<file path="src/rtl/uart_baud_ctrl.sv">
// Runtime-configurable baud tick generator for the UART rx (16x) and tx (1x) engines.
// The divisor is host-loaded or measured from the start bit of a received 0x55.
module uart_baud_ctrl #(
   parameter int CLOCK_RATE     = 100000000,
   parameter int DEFAULT_BAUD   = 9600,
   parameter int DIV_WIDTH      = 16,
   parameter int MIN_BIT_CYCLES = 32
) (
   input  logic                 clk,
   input  logic                 rst_n,
   input  logic                 rx,
   input  logic                 autobaud_start,
   input  logic                 cfg_load,
   input  logic [DIV_WIDTH-1:0] cfg_div,
   output logic                 rx_tick,
   output logic                 tx_tick,
   output logic [DIV_WIDTH-1:0] div_value,
   output logic                 busy,
   output logic                 locked,
   output logic                 error
);

   localparam int MEAS_WIDTH = DIV_WIDTH + 4;
   localparam logic [DIV_WIDTH-1:0] DEF_DIV = DIV_WIDTH'(CLOCK_RATE / (16 * DEFAULT_BAUD));
   localparam logic [MEAS_WIDTH-1:0] MEAS_MIN = MEAS_WIDTH'(MIN_BIT_CYCLES);
   localparam logic [MEAS_WIDTH-1:0] MEAS_SAT = '1;

   typedef enum logic [2:0] {IDLE, ARM, WAIT_FALL, MEASURE, APPLY} stateT;

   stateT                 stateReg, stateNext;
   logic                  rxMeta, rxS;
   logic [MEAS_WIDTH-1:0] measReg, measNext;
   logic [DIV_WIDTH-1:0]  divReg, divNext;
   logic                  lockedReg, lockedNext;
   logic                  errorReg, errorNext;
   logic                  applyDiv;
   logic [DIV_WIDTH-1:0]  tickCntReg;
   logic [3:0]            subReg;
   logic [MEAS_WIDTH:0]   measSum;
   logic [MEAS_WIDTH:0]   roundedWide;
   logic [DIV_WIDTH-1:0]  measDiv;

   function automatic logic [DIV_WIDTH-1:0] clampDiv(input logic [DIV_WIDTH-1:0] v);
      return (v < DIV_WIDTH'(2)) ? DIV_WIDTH'(2) : v;
   endfunction

   always_ff @(posedge clk or negedge rst_n) begin
      if (!rst_n) begin
         rxMeta <= 1'b1;
         rxS    <= 1'b1;
      end else begin
         rxMeta <= rx;
         rxS    <= rxMeta;
      end
   end

   // Rounded divide by 16; a quotient too wide for the divisor saturates rather than wrapping.
   always_comb begin
      measSum     = {1'b0, measReg} + (MEAS_WIDTH + 1)'(8);
      roundedWide = measSum >> 4;
      measDiv     = (|roundedWide[MEAS_WIDTH:DIV_WIDTH]) ? '1 : roundedWide[DIV_WIDTH-1:0];
   end

   always_comb begin
      stateNext  = stateReg;
      measNext   = measReg;
      divNext    = divReg;
      lockedNext = lockedReg;
      errorNext  = errorReg;
      applyDiv   = 1'b0;
      case (stateReg)
         IDLE: begin
            if (autobaud_start) begin
               stateNext  = ARM;
               lockedNext = 1'b0;
               errorNext  = 1'b0;
            end
         end
         ARM: begin
            if (rxS) stateNext = WAIT_FALL;
         end
         WAIT_FALL: begin
            if (!rxS) begin
               stateNext = MEASURE;
               measNext  = MEAS_WIDTH'(1);
            end
         end
         MEASURE: begin
            if (rxS) stateNext = APPLY;
            else if (measReg != MEAS_SAT) measNext = measReg + 1'b1;
         end
         APPLY: begin
            stateNext = IDLE;
            if (measReg < MEAS_MIN || measReg == MEAS_SAT) begin
               errorNext = 1'b1;
            end else begin
               divNext    = clampDiv(measDiv);
               lockedNext = 1'b1;
               applyDiv   = 1'b1;
            end
         end
         default: stateNext = IDLE;
      endcase
      // Host load overrides everything, including a measurement in flight.
      if (cfg_load) begin
         stateNext  = IDLE;
         divNext    = clampDiv(cfg_div);
         lockedNext = 1'b1;
         errorNext  = 1'b0;
         applyDiv   = 1'b1;
      end
   end

   always_ff @(posedge clk or negedge rst_n) begin
      if (!rst_n) begin
         stateReg  <= IDLE;
         measReg   <= '0;
         divReg    <= DEF_DIV;
         lockedReg <= 1'b0;
         errorReg  <= 1'b0;
      end else begin
         stateReg  <= stateNext;
         measReg   <= measNext;
         divReg    <= divNext;
         lockedReg <= lockedNext;
         errorReg  <= errorNext;
      end
   end

   always_ff @(posedge clk or negedge rst_n) begin
      if (!rst_n) begin
         tickCntReg <= '0;
         subReg     <= '0;
      end else if (applyDiv) begin
         tickCntReg <= '0;
         subReg     <= '0;
      end else if (rx_tick) begin
         tickCntReg <= '0;
         subReg     <= subReg + 1'b1;
      end else begin
         tickCntReg <= tickCntReg + 1'b1;
      end
   end

   assign rx_tick   = (tickCntReg == divReg - 1'b1);
   assign tx_tick   = rx_tick && (subReg == 4'd15);
   assign div_value = divReg;
   assign busy      = (stateReg != IDLE);
   assign locked    = lockedReg;
   assign error     = errorReg;

endmodule

</file>
<file path="config.mk">
export PLATFORM = sky130hd
export DESIGN_NAME = uart_baud_ctrl
export DESIGN_NICKNAME = d
export VERILOG_FILES = /design/src/rtl/uart_baud_ctrl.sv
export SDC_FILE = /design/constraint.sdc
export NUM_CORES = 1
export LEC_CHECK = 0
export ABC_CLOCK_PERIOD_IN_PS = 6400
export CAP_MARGIN = 20
export CORE_UTILIZATION = 62
export CTS_BUF_LIST = sky130_fd_sc_hd__clkbuf_4 sky130_fd_sc_hd__clkbuf_8 sky130_fd_sc_hd__clkbuf_16
export DETAILED_ROUTE_END_ITERATION = 10
export PLACE_DENSITY = 0.86
export SETUP_SLACK_MARGIN = 0.3
export SYNTH_ARGS = -nofsm -noshare
export SYNTH_HDL_FRONTEND = slang
export SYNTH_SLANG_ARGS = --single-unit
</file>
<file path="constraint.sdc">
create_clock -name clk -period 6.4 [get_ports clk]
set_input_delay 1.6 -clock clk [delete_from_list [all_inputs] [get_ports clk]]
set_output_delay 1.6 -clock clk [all_outputs]
set_load 0.03 [all_outputs]
</file>
==> impl_metrics.ini, run 1 <==
[clocking]
htreeDepth = 3
path_clk_slew_ns = 0.08
root_buffer = clkbuf_8
cts.sinks = 63
clk_latency_ns = 0.35
cts_setup_buffers = 0
cts_resized = 0
cts-buffers-inserted = 9
cts_buffer_depth = 2
tritoncts = done
cts-hold-fix-buffers = 0

[cells_and_area]
nets = 539
drive_above_1_share = 0.0869
areaGrowthSynthToFinish_pct = 14.1
final_cell_mix = dfrtp_1, nand2_1, clkdlybuf4s50_1, xnor2_1, nor2_1
antenna_cells = 0
multi_input_area_um2 = 2460
num-fill-cells = 509
final_util = 0.744
regArea_um2 = 1590
final_common_cell = dfrtp_1

[global_route]
grt_pass1_vias = 3744
track_usage = 0.323
antenna_found_initial = 0
overflow = 0
grt_pass1_wl_um = 18000
grt_max_degree = 64

[critical_path]
timing.rr.end = div_value[0]
r2r_setup_slack_ns = 3.06
critPathCaptureType = output port
start_kind = flop
path_cells = inv_1 -> ha_1 -> or3b_1 -> a211o_1 -> a21oi_4 -> nand4_2 -> nor4_4 -> buf_4 -> clkdlybuf4s50_1
r2r_start = measReg[5]
crit_arrival_ns = 3.47
critPathMaxFanout = 17
worst_path_max_delay_cell = clkdlybuf4s50_1
r2r_cells = 6
worstSetupPathType = flop to output port
cp.required_ns = 4.80
cpPeakStageDelay_ns = 0.71

[sta]
setup_violations = 0
finalClockSkew_ns = 0.0108
fmax_mhz = 197
max_slew_margin = 0.304
hold_violations = 0
period_needed_ns = 5.07
tightest_slew_ns = 1.04
setup_tns_ns = 0
grt_setup_unrepaired = no
finalCritPeriodShare = 0.792
slew_viol_final = 0

[job]
drv_cap = 0

[synthesis]
syn_nets = 511
ys_ff_latch = 63
ys_async_sr_fraction = 1.00
synthFlopType = dfrtp_1
yosysSeqAreaShare = 0.376
syn_area_um2 = 4210
yosys_warnings = 0
netlist_instances = 485
synth.avg_cell_area_um2 = 8.68
synth_cell_types = 62
synth_edf_count = 0

[power_and_ir_drop]
peakVddDrop_v = 0.000160
p_per_area_nw_per_um2 = 196
p_leak_nw = 1.87

[floorplanning]
std_cell_rows = 29
core_um2 = 6460
start_util = 0.652
die_area_um2 = 7130
die_h_um = 84.4
die_width_um = 84.4
ios = 42

[placed_design]
place_hpwl_um = 7850
placement.io_buffers = 41
routabilityCongestion = 0.906

[run_status]
status = complete, but fails checks
failed_checks = design-rule violations

[min_path]
min_to = rxS
hold_path_depth = 0
min_from = rxMeta
hold_path.class = flop to flop

[drt]
ant_nets = 0
routed_wl_um = 10800
routed_via_density = 6.44
wl_per_cell_um = 18.2
via_count = 3833
drc = 11
firstDrtPassIters = 10
first_iter_violations = 297
==> flip-flops by register name, indices dropped and copies added, names as in the netlist <==
signal	flops
rxS	1
stateReg	3
tickCntReg	16
subReg	4
locked	1
div_value	16
measReg	20
rxMeta	1
error	1
==> cell families (layout without fill, tap and decap cells) <==
family | Yosys count | in the layout | synth area share
adder cells (fa/ha/maj) | 5 | 5 | 0.0149
AO/OA/AOI/OAI | 89 | 89 | 0.143
AND/OR/NAND/NOR | 224 | 224 | 0.290
XOR/XNOR | 57 | 57 | 0.119
buffers and inverters | 40 | 73 | 0.0395
flip-flops | 63 | 63 | 0.376
multiplexers | 7 | 7 | 0.0172
==> worst max-delay path: cells and delay by family, from the launching register on <==
family / cells / cell delay (ns)
fa+ha+maj: 1 / 0.23
simple gates: 3 / 0.89
compound gates: 2 / 0.53
flops: 1 / 0.42
buf+inv: 3 / 1.05
==> power by group <==
part,switching [mW],total [mW],internal [mW]
sequential,0.0342,0.455,0.420
combinational,0.0943,0.165,0.0710
clock,0.171,0.323,0.152
total,0.299,0.943,0.643
==> per-stage QoR <==
step | cells | total power [mW] | setup slack, ns | area [um2] | hold WS (ns)
detailed placement | 578 | 0.624 | 1.74 | 4610 | 0.352
global route | 595 | 0.979 | 1.14 | 4800 | 0.364
global placement | 578 | 0.618 | 1.82 | 4610 | 0.350
floorplan | 485 | 0.555 | 2.17 | 4210 | 0.345
CTS | 594 | 0.946 | 1.34 | 4800 | 0.362
finish | 595 | 0.943 | 1.33 | 4800 | 0.359
==> Yosys cell counts, types with 6 or more instances <==
| cell type | number | area, um2 |
|---|---|---|
| dfstp_2 | 7 | 184 |
| nor2_1 | 36 | 135 |
| a21oi_1 | 23 | 115 |
| nand2_1 | 49 | 184 |
| xor2_1 | 21 | 184 |
| buf_2 | 6 | 30.0 |
| clkbuf_1 | 20 | 75.1 |
| nor3_1 | 31 | 155 |
| inv_1 | 12 | 45.0 |
| and3_1 | 12 | 75.1 |
| nor4_1 | 14 | 87.6 |
| o211ai_1 | 7 | 52.6 |
| dfrtp_1 | 56 | 1400 |
| nand3_1 | 23 | 115 |
| nand4_1 | 13 | 81.3 |
| xnor2_1 | 36 | 315 |
| o21ai_0 | 21 | 105 |
| nand2b_1 | 7 | 43.8 |
==> routing by layer <==
metal,up-vias,share of wire,GRT usage
met5,-,0,0
met4,0,0.039,0.176
met3,36,0.055,0.0442
met2,146,0.50,0.559
met1,1846,0.41,0.393
li1,1805,-,-
==> worst max-delay path by stage <==
stage / startpoint / endpoint / slack, ns / depth (start not counted)
finish: div_value[0] / rx_tick / 1.33 / 9
global route: div_value[2] / rx_tick / 1.14 / 7
CTS: div_value[0] / rx_tick / 1.34 / 9
detailed placement: div_value[0] / rx_tick / 1.74 / 9
global placement: div_value[0] / rx_tick / 1.82 / 9
floorplan: div_value[0] / tx_tick / 2.17 / 8
==> area by class of cell <==
type / count / area share
clock inverters: 6 / 0.00937
well taps: 77 / 0.0201
inverters: 12 / 0.00937
multi-input cells: 382 / 0.512
repair buffers: 45 / 0.0906
clock buffers: 10 / 0.0286
flip-flops and latches: 63 / 0.330
(Power assumes the default switching activity.)
==> inputs of run 2 (changes only) <==
--- a/config.mk
+++ b/config.mk
@@ -5,12 +5,12 @@
 export SDC_FILE = /design/constraint.sdc
 export NUM_CORES = 1
 export LEC_CHECK = 0
-export ABC_CLOCK_PERIOD_IN_PS = 6400
+export ABC_CLOCK_PERIOD_IN_PS = 4300
 export CAP_MARGIN = 20
-export CORE_UTILIZATION = 62
+export CORE_UTILIZATION = 52
 export CTS_BUF_LIST = sky130_fd_sc_hd__clkbuf_4 sky130_fd_sc_hd__clkbuf_8 sky130_fd_sc_hd__clkbuf_16
 export DETAILED_ROUTE_END_ITERATION = 10
-export PLACE_DENSITY = 0.86
+export PLACE_DENSITY = 0.77
 export SETUP_SLACK_MARGIN = 0.3
 export SYNTH_ARGS = -nofsm -noshare
 export SYNTH_HDL_FRONTEND = slang
==> constraint.sdc (replaced) <==
create_clock -name clk -period 4.3 [get_ports clk]
set_input_delay 1.075 -clock clk [delete_from_list [all_inputs] [get_ports clk]]
set_output_delay 1.075 -clock clk [all_outputs]
set_load 0.03 [all_outputs]
==> run 2 against run 1 <==
  * The flow now finishes without violations
  * Wire length grew 3.2%
  * First-iteration DRC count shrank 37%
  * Final cell count grew 4.9%
  * Largest cell class unchanged
  * Power grew 56%
  * Via count shrank 1.0%
  * Hold slack is essentially flat
  * Global-route usage shrank 4.1 points
==> impl_metrics.ini, run 2 (synthesis results as in run 1) <==
[clocking]
cts.sinks = 63
htreeDepth = 3
path_clk_slew_ns = 0.08
clk_latency_ns = 0.37
tritoncts = done
cts-buffers-inserted = 9
cts-hold-fix-buffers = 0
root_buffer = clkbuf_8
cts_buffer_depth = 2

[power_and_ir_drop]
p_seq_frac = 0.460
power.share.clock = 0.372
internal-power_mw = 1.01
p_per_area_nw_per_um2 = 300
p_leak_nw = 1.91
power.net_switching_mw = 0.463
peakVddDrop_v = 0.000192
p_sw_frac = 0.315
p_comb_frac = 0.168

[critical_path]
crit_arrival_ns = 2.79
path_cells = inv_1 -> ha_2 -> nor3b_1 -> nand3_1 -> mux2_2 -> o32ai_4 -> nor4_4 -> and4_1 -> buf_4
cpPeakStageDelay_ns = 0.62
crit_family = simple AND/OR/NAND/NOR gates
cp-startpoint = div_value[0]
worstSetupPathType = flop to output port
critPathMaxFanout = 6
cp.required_ns = 3.22
worst_path_max_delay_cell = dfstp_2
r2r_start = measReg[5]
critPathCaptureType = output port
crit_buf_inv = 2
start_kind = flop

[job]
drv_cap = 0

[global_route]
grt_pass1_wl_um = 18400
grtUsageMet1 = 0.360
met3_usage = 0.0498
overflow = 0
grt_use_met2 = 0.465
antenna_found_initial = 0
grt_max_degree = 39
grt_busiest_layer = met2
grt_pass1_vias = 3690
track_usage = 0.282

[floorplanning]
core_um2 = 7770
die_h_um = 92.0
ios = 42
std_cell_rows = 32
start_util = 0.542
die_width_um = 92.0
die_area_um2 = 8460

[sta]
max_slew_margin = 0.319
period_needed_ns = 3.87
holdWs_ns = 0.359
fmax_mhz = 259
hold_violations = 0
setup_violations = 0
finalClockSkew_ns = 0.00814
slew_viol_final = 0
tightest_slew_ns = 1.01
finalCritPeriodShare = 0.899
grt_setup_unrepaired = no
setup_tns_ns = 0

[cells_and_area]
areaGrowthSynthToFinish_pct = 16.2
final_cell_mix = dfrtp_1, nand2_1, clkdlybuf4s50_1, xnor2_1, nor2_1
final_common_cell = dfrtp_1
largest_register_ffs = 20
antenna_cells = 0
num-fill-cells = 695
drive_above_1_share = 0.102
largest-register = measReg
nets = 543

[placed_design]
placement.io_buffers = 41
routabilityCongestion = 0.925
place_hpwl_um = 8390

[min_path]
min_from = rxMeta
hold_path.class = flop to flop

[run_status]
status = finished clean

[drt]
routed_via_density = 6.08
wl_per_cell_um = 17.9
firstDrtPassIters = 4
routed_wl_um = 11200
ant_nets = 0
via_count = 3793
drc = 0
first_iter_violations = 188
run 2: final timing paths:
kind                                  end  slack (ns)  cells past startpoint
setup / recovery                  tx_tick        0.43                      9
min in group asynchronous  tickCntReg[14]        0.72                      1
setup reg to reg             div_value[0]        1.33                      7
max in group asynchronous    div_value[3]        2.63                      2
hold / removal                        rxS        0.36                      0
hold reg to reg                       rxS        0.36                      0
run 2: timing repair:
| action | CTS | global route |
|---|---|---|
| setup endpoints to repair | 0 | 2 |
| buffers inserted | 0 | 1 |
| resized for setup | 0 | 4 |
| hold endpoints to repair | 0 | 0 |
run 2: layout make-up:
type / count / area [um2] / area share
Clock inverter: 7 / 80.1 / 0.0164
Clock buffer: 9 / 124 / 0.0253
Inverter: 12 / 45.0 / 0.00920
Multi-Input combinational cell: 382 / 2470 / 0.504
Timing Repair Buffer: 49 / 464 / 0.0949
Sequential cell: 63 / 1590 / 0.324
Tap cell: 102 / 128 / 0.0261
run 2: per-stage QoR:
step	std cells	setup WS, ns	instance area, um2	power, mW	utilization
after floorplan	485	0.594	4210	0.826	-
after global placement	606	0.726	4660	0.925	0.600
after detailed placement	606	0.691	4660	0.931	0.600
after CTS	622	0.300	4870	1.47	0.627
after global routing	624	0.306	4890	1.53	0.630
final	624	0.433	4890	1.47	0.630
run 2: worst register-to-register path, stage by stage, from the launching register on:
cell     delay, ns
dfrtp_1       0.48
nand3_1       0.39
nor4_2        0.38
buf_4         0.20
nand4_1       0.29
a21oi_1       0.83
a22oi_1       0.22
o31ai_1       0.11
run 2: power groups by stage:
stage / clock (mW) / combinational [mW] / sequential (mW)
after global placement: 0 / 0.241 / 0.684
after CTS: 0.551 / 0.246 / 0.675
final: 0.546 / 0.247 / 0.676
after floorplan: 0 / 0.126 / 0.700
after global routing: 0.576 / 0.268 / 0.682
after detailed placement: 0 / 0.245 / 0.687
run 2: layer usage:
metal  wire, um  share of wire
met5          0              0
met1       4930           0.44
met4        336          0.030
met2       5420           0.48
met3        511          0.046
==> inputs of run 3 (changes only) <==
--- a/config.mk
+++ b/config.mk
@@ -7,9 +7,11 @@
 export LEC_CHECK = 0
 export ABC_CLOCK_PERIOD_IN_PS = 4300
 export CAP_MARGIN = 20
+export CORE_MARGIN = 4
 export CORE_UTILIZATION = 52
 export CTS_BUF_LIST = sky130_fd_sc_hd__clkbuf_4 sky130_fd_sc_hd__clkbuf_8 sky130_fd_sc_hd__clkbuf_16
 export DETAILED_ROUTE_END_ITERATION = 10
+export GPL_ROUTABILITY_DRIVEN = 0
 export PLACE_DENSITY = 0.77
 export SETUP_SLACK_MARGIN = 0.3
 export SYNTH_ARGS = -nofsm -noshare
==> run 3 against run 2 <==
  * Wire length rose by 0.43%
  * Count of clock-buffer cells in the layout rose by 1
  * First-iteration DRC count rose by 26%
  * Flip-flop and latch count did not move
  * Worst setup slack improved by 0.00077 ns
  * Die area rose by 13%
  * Cell area rose by 0.64%
  * Sequential power barely moved
  * Power rose by 0.14%
  * Global-route usage fell by 4.2 points
  * Highest routed layer unchanged
==> impl_metrics.ini, run 3 (synthesis results as in run 1) <==
[critical_path]
worst_path_max_delay_cell = dfstp_2
timing.rr.end = div_value[0]
critPathMaxFanout = 6
start_kind = flop
cp.required_ns = 3.22
critPathCaptureType = output port
path_cells = inv_1 -> ha_2 -> or3b_4 -> a211o_1 -> a21oi_4 -> nand4_2 -> nor4_4 -> and4_1 -> buf_4
worstSetupPathType = flop to output port
crit_family = simple AND/OR/NAND/NOR gates
crit_arrival_ns = 2.79
cpPeakStageDelay_ns = 0.41
crit_buf_inv = 2
r2r_start = measReg[5]
r2r_cells = 6
r2r_setup_slack_ns = 1.12

[cells_and_area]
regArea_um2 = 1590
drive_above_1_share = 0.111
areaGrowthSynthToFinish_pct = 16.9
nets = 545
final_cell_mix = dfrtp_1, nand2_1, clkdlybuf4s50_1, xnor2_1, nor2_1
num-fill-cells = 673
largest-register = measReg
multi_input_area_um2 = 2480
final_common_cell = dfrtp_1
largest_register_ffs = 20
antenna_cells = 0

[clocking]
cts.sinks = 63
cts-buffers-inserted = 9
htreeDepth = 3
tritoncts = done
path_clk_slew_ns = 0.07
cts-hold-fix-buffers = 0
root_buffer = clkbuf_8
cts_buffer_depth = 2
clk_latency_ns = 0.36

[sta]
period_needed_ns = 3.87
finalClockSkew_ns = 0.00910
setup_tns_ns = 0
tightest_slew_ns = 0.914
slew_viol_final = 0
max_slew_margin = 0.386
grt_setup_unrepaired = no
fmax_mhz = 259
finalCritPeriodShare = 0.899
setup_ws_ns = 0.434
hold_violations = 0
setup_violations = 0

[run_status]
status = finished clean

[global_route]
grt_pass1_wl_um = 18600
antenna_found_initial = 0
overflow = 0
grt_pass1_vias = 3733
track_usage = 0.240
grt_max_degree = 37

[drt]
wl_per_cell_um = 18.0
first_iter_violations = 237
via_count = 3834
firstDrtPassIters = 4
ant_nets = 0
drc = 0
routed_wl_um = 11200
routed_via_density = 6.12

[power_and_ir_drop]
power.share.clock = 0.370
internal-power_mw = 1.02
p_sw_frac = 0.307
p_comb_frac = 0.169
p_seq_frac = 0.461
p_per_area_nw_per_um2 = 299
power.net_switching_mw = 0.451
p_leak_nw = 1.92
peakVddDrop_v = 0.000189

[job]
drv_cap = 0

[min_path]
hold_path_depth = 0
min_from = rxMeta
hold_path.class = flop to flop
min_to = rxS

[floorplanning]
start_util = 0.539
die_width_um = 98.0
die_area_um2 = 9600
ios = 42
core_um2 = 7810
std_cell_rows = 32
die_h_um = 98.0

[placed_design]
pre_cts_slack_ns = 0.662
placement.io_buffers = 41
place_hpwl_um = 8240
## run 3: cell count changes in the layout (fill, tap and decap cells not counted), sizes merged
cell	previous run	this run
buf	11	13
inv	14	12
clkbuf	9	10
clkinvlp	2	3
## run 3: final cells by class
cell class	instances	share of cell area
Clock buffer	10	0.0279
Inverter	12	0.00915
Clock inverter	6	0.0142
Multi-Input combinational cell	382	0.504
Sequential cell	63	0.322
Timing Repair Buffer	51	0.0973
Tap cell	102	0.0259
## run 3: metal layers
metal	global-route usage	wire [um]
met3	0.0364	710
met4	0.101	267
met1	0.308	4640
met5	0	0
met2	0.405	5620
## run 3: repair_timing
| item | in CTS | in global routing |
|---|---|---|
| endpoints found under the hold margin | 0 | 0 |
| setup buffers | 0 | 6 |
| endpoints found under the setup margin | 1 | 2 |
| resized for setup | 1 | 6 |
| pin swaps | 0 | 3 |
## run 3: worst max-delay path by stage
stage | from | end | slack, ns | depth (start not counted)
finish | div_value[0] | tx_tick | 0.43 | 9
global route | div_value[1] | tx_tick | 0.31 | 9
CTS | div_value[0] | tx_tick | 0.30 | 9
detailed placement | div_value[0] | rx_tick | 0.66 | 9
global placement | div_value[0] | rx_tick | 0.72 | 9
floorplan | div_value[0] | tx_tick | 0.59 | 8
## run 3: power by group through the flow
| stage | Sequential, mW | Combinational, mW | Clock (mW) |
|---|---|---|---|
| floorplan | 0.700 | 0.126 | 0 |
| global placement | 0.684 | 0.237 | 0 |
| detailed placement | 0.687 | 0.243 | 0 |
| CTS | 0.677 | 0.245 | 0.553 |
| global route | 0.682 | 0.271 | 0.582 |
| finish | 0.678 | 0.249 | 0.544 |
## run 3: worst register-to-register path, cell delays in order, from the launching register on
cell and delay [ns]:
dfrtp_1 0.48, nand3_1 0.40, nor4_2 0.70, nand4_1 0.39, a21oi_1 0.79, a22oi_1 0.23, o31ai_1 0.11
## run 3: metrics by stage
stage          area (um2)   util  hold slack, ns  instances  total power, mW
2_1_floorplan        4210      -           0.345        485            0.826
4_1_cts              4850  0.621           0.361        619             1.47
3_3_place_gp         4640  0.594           0.346        603            0.922
5_1_grt              4920  0.631           0.362        626             1.54
3_5_place_dp         4640  0.594           0.349        603            0.931
6_report             4920  0.631           0.359        626             1.47
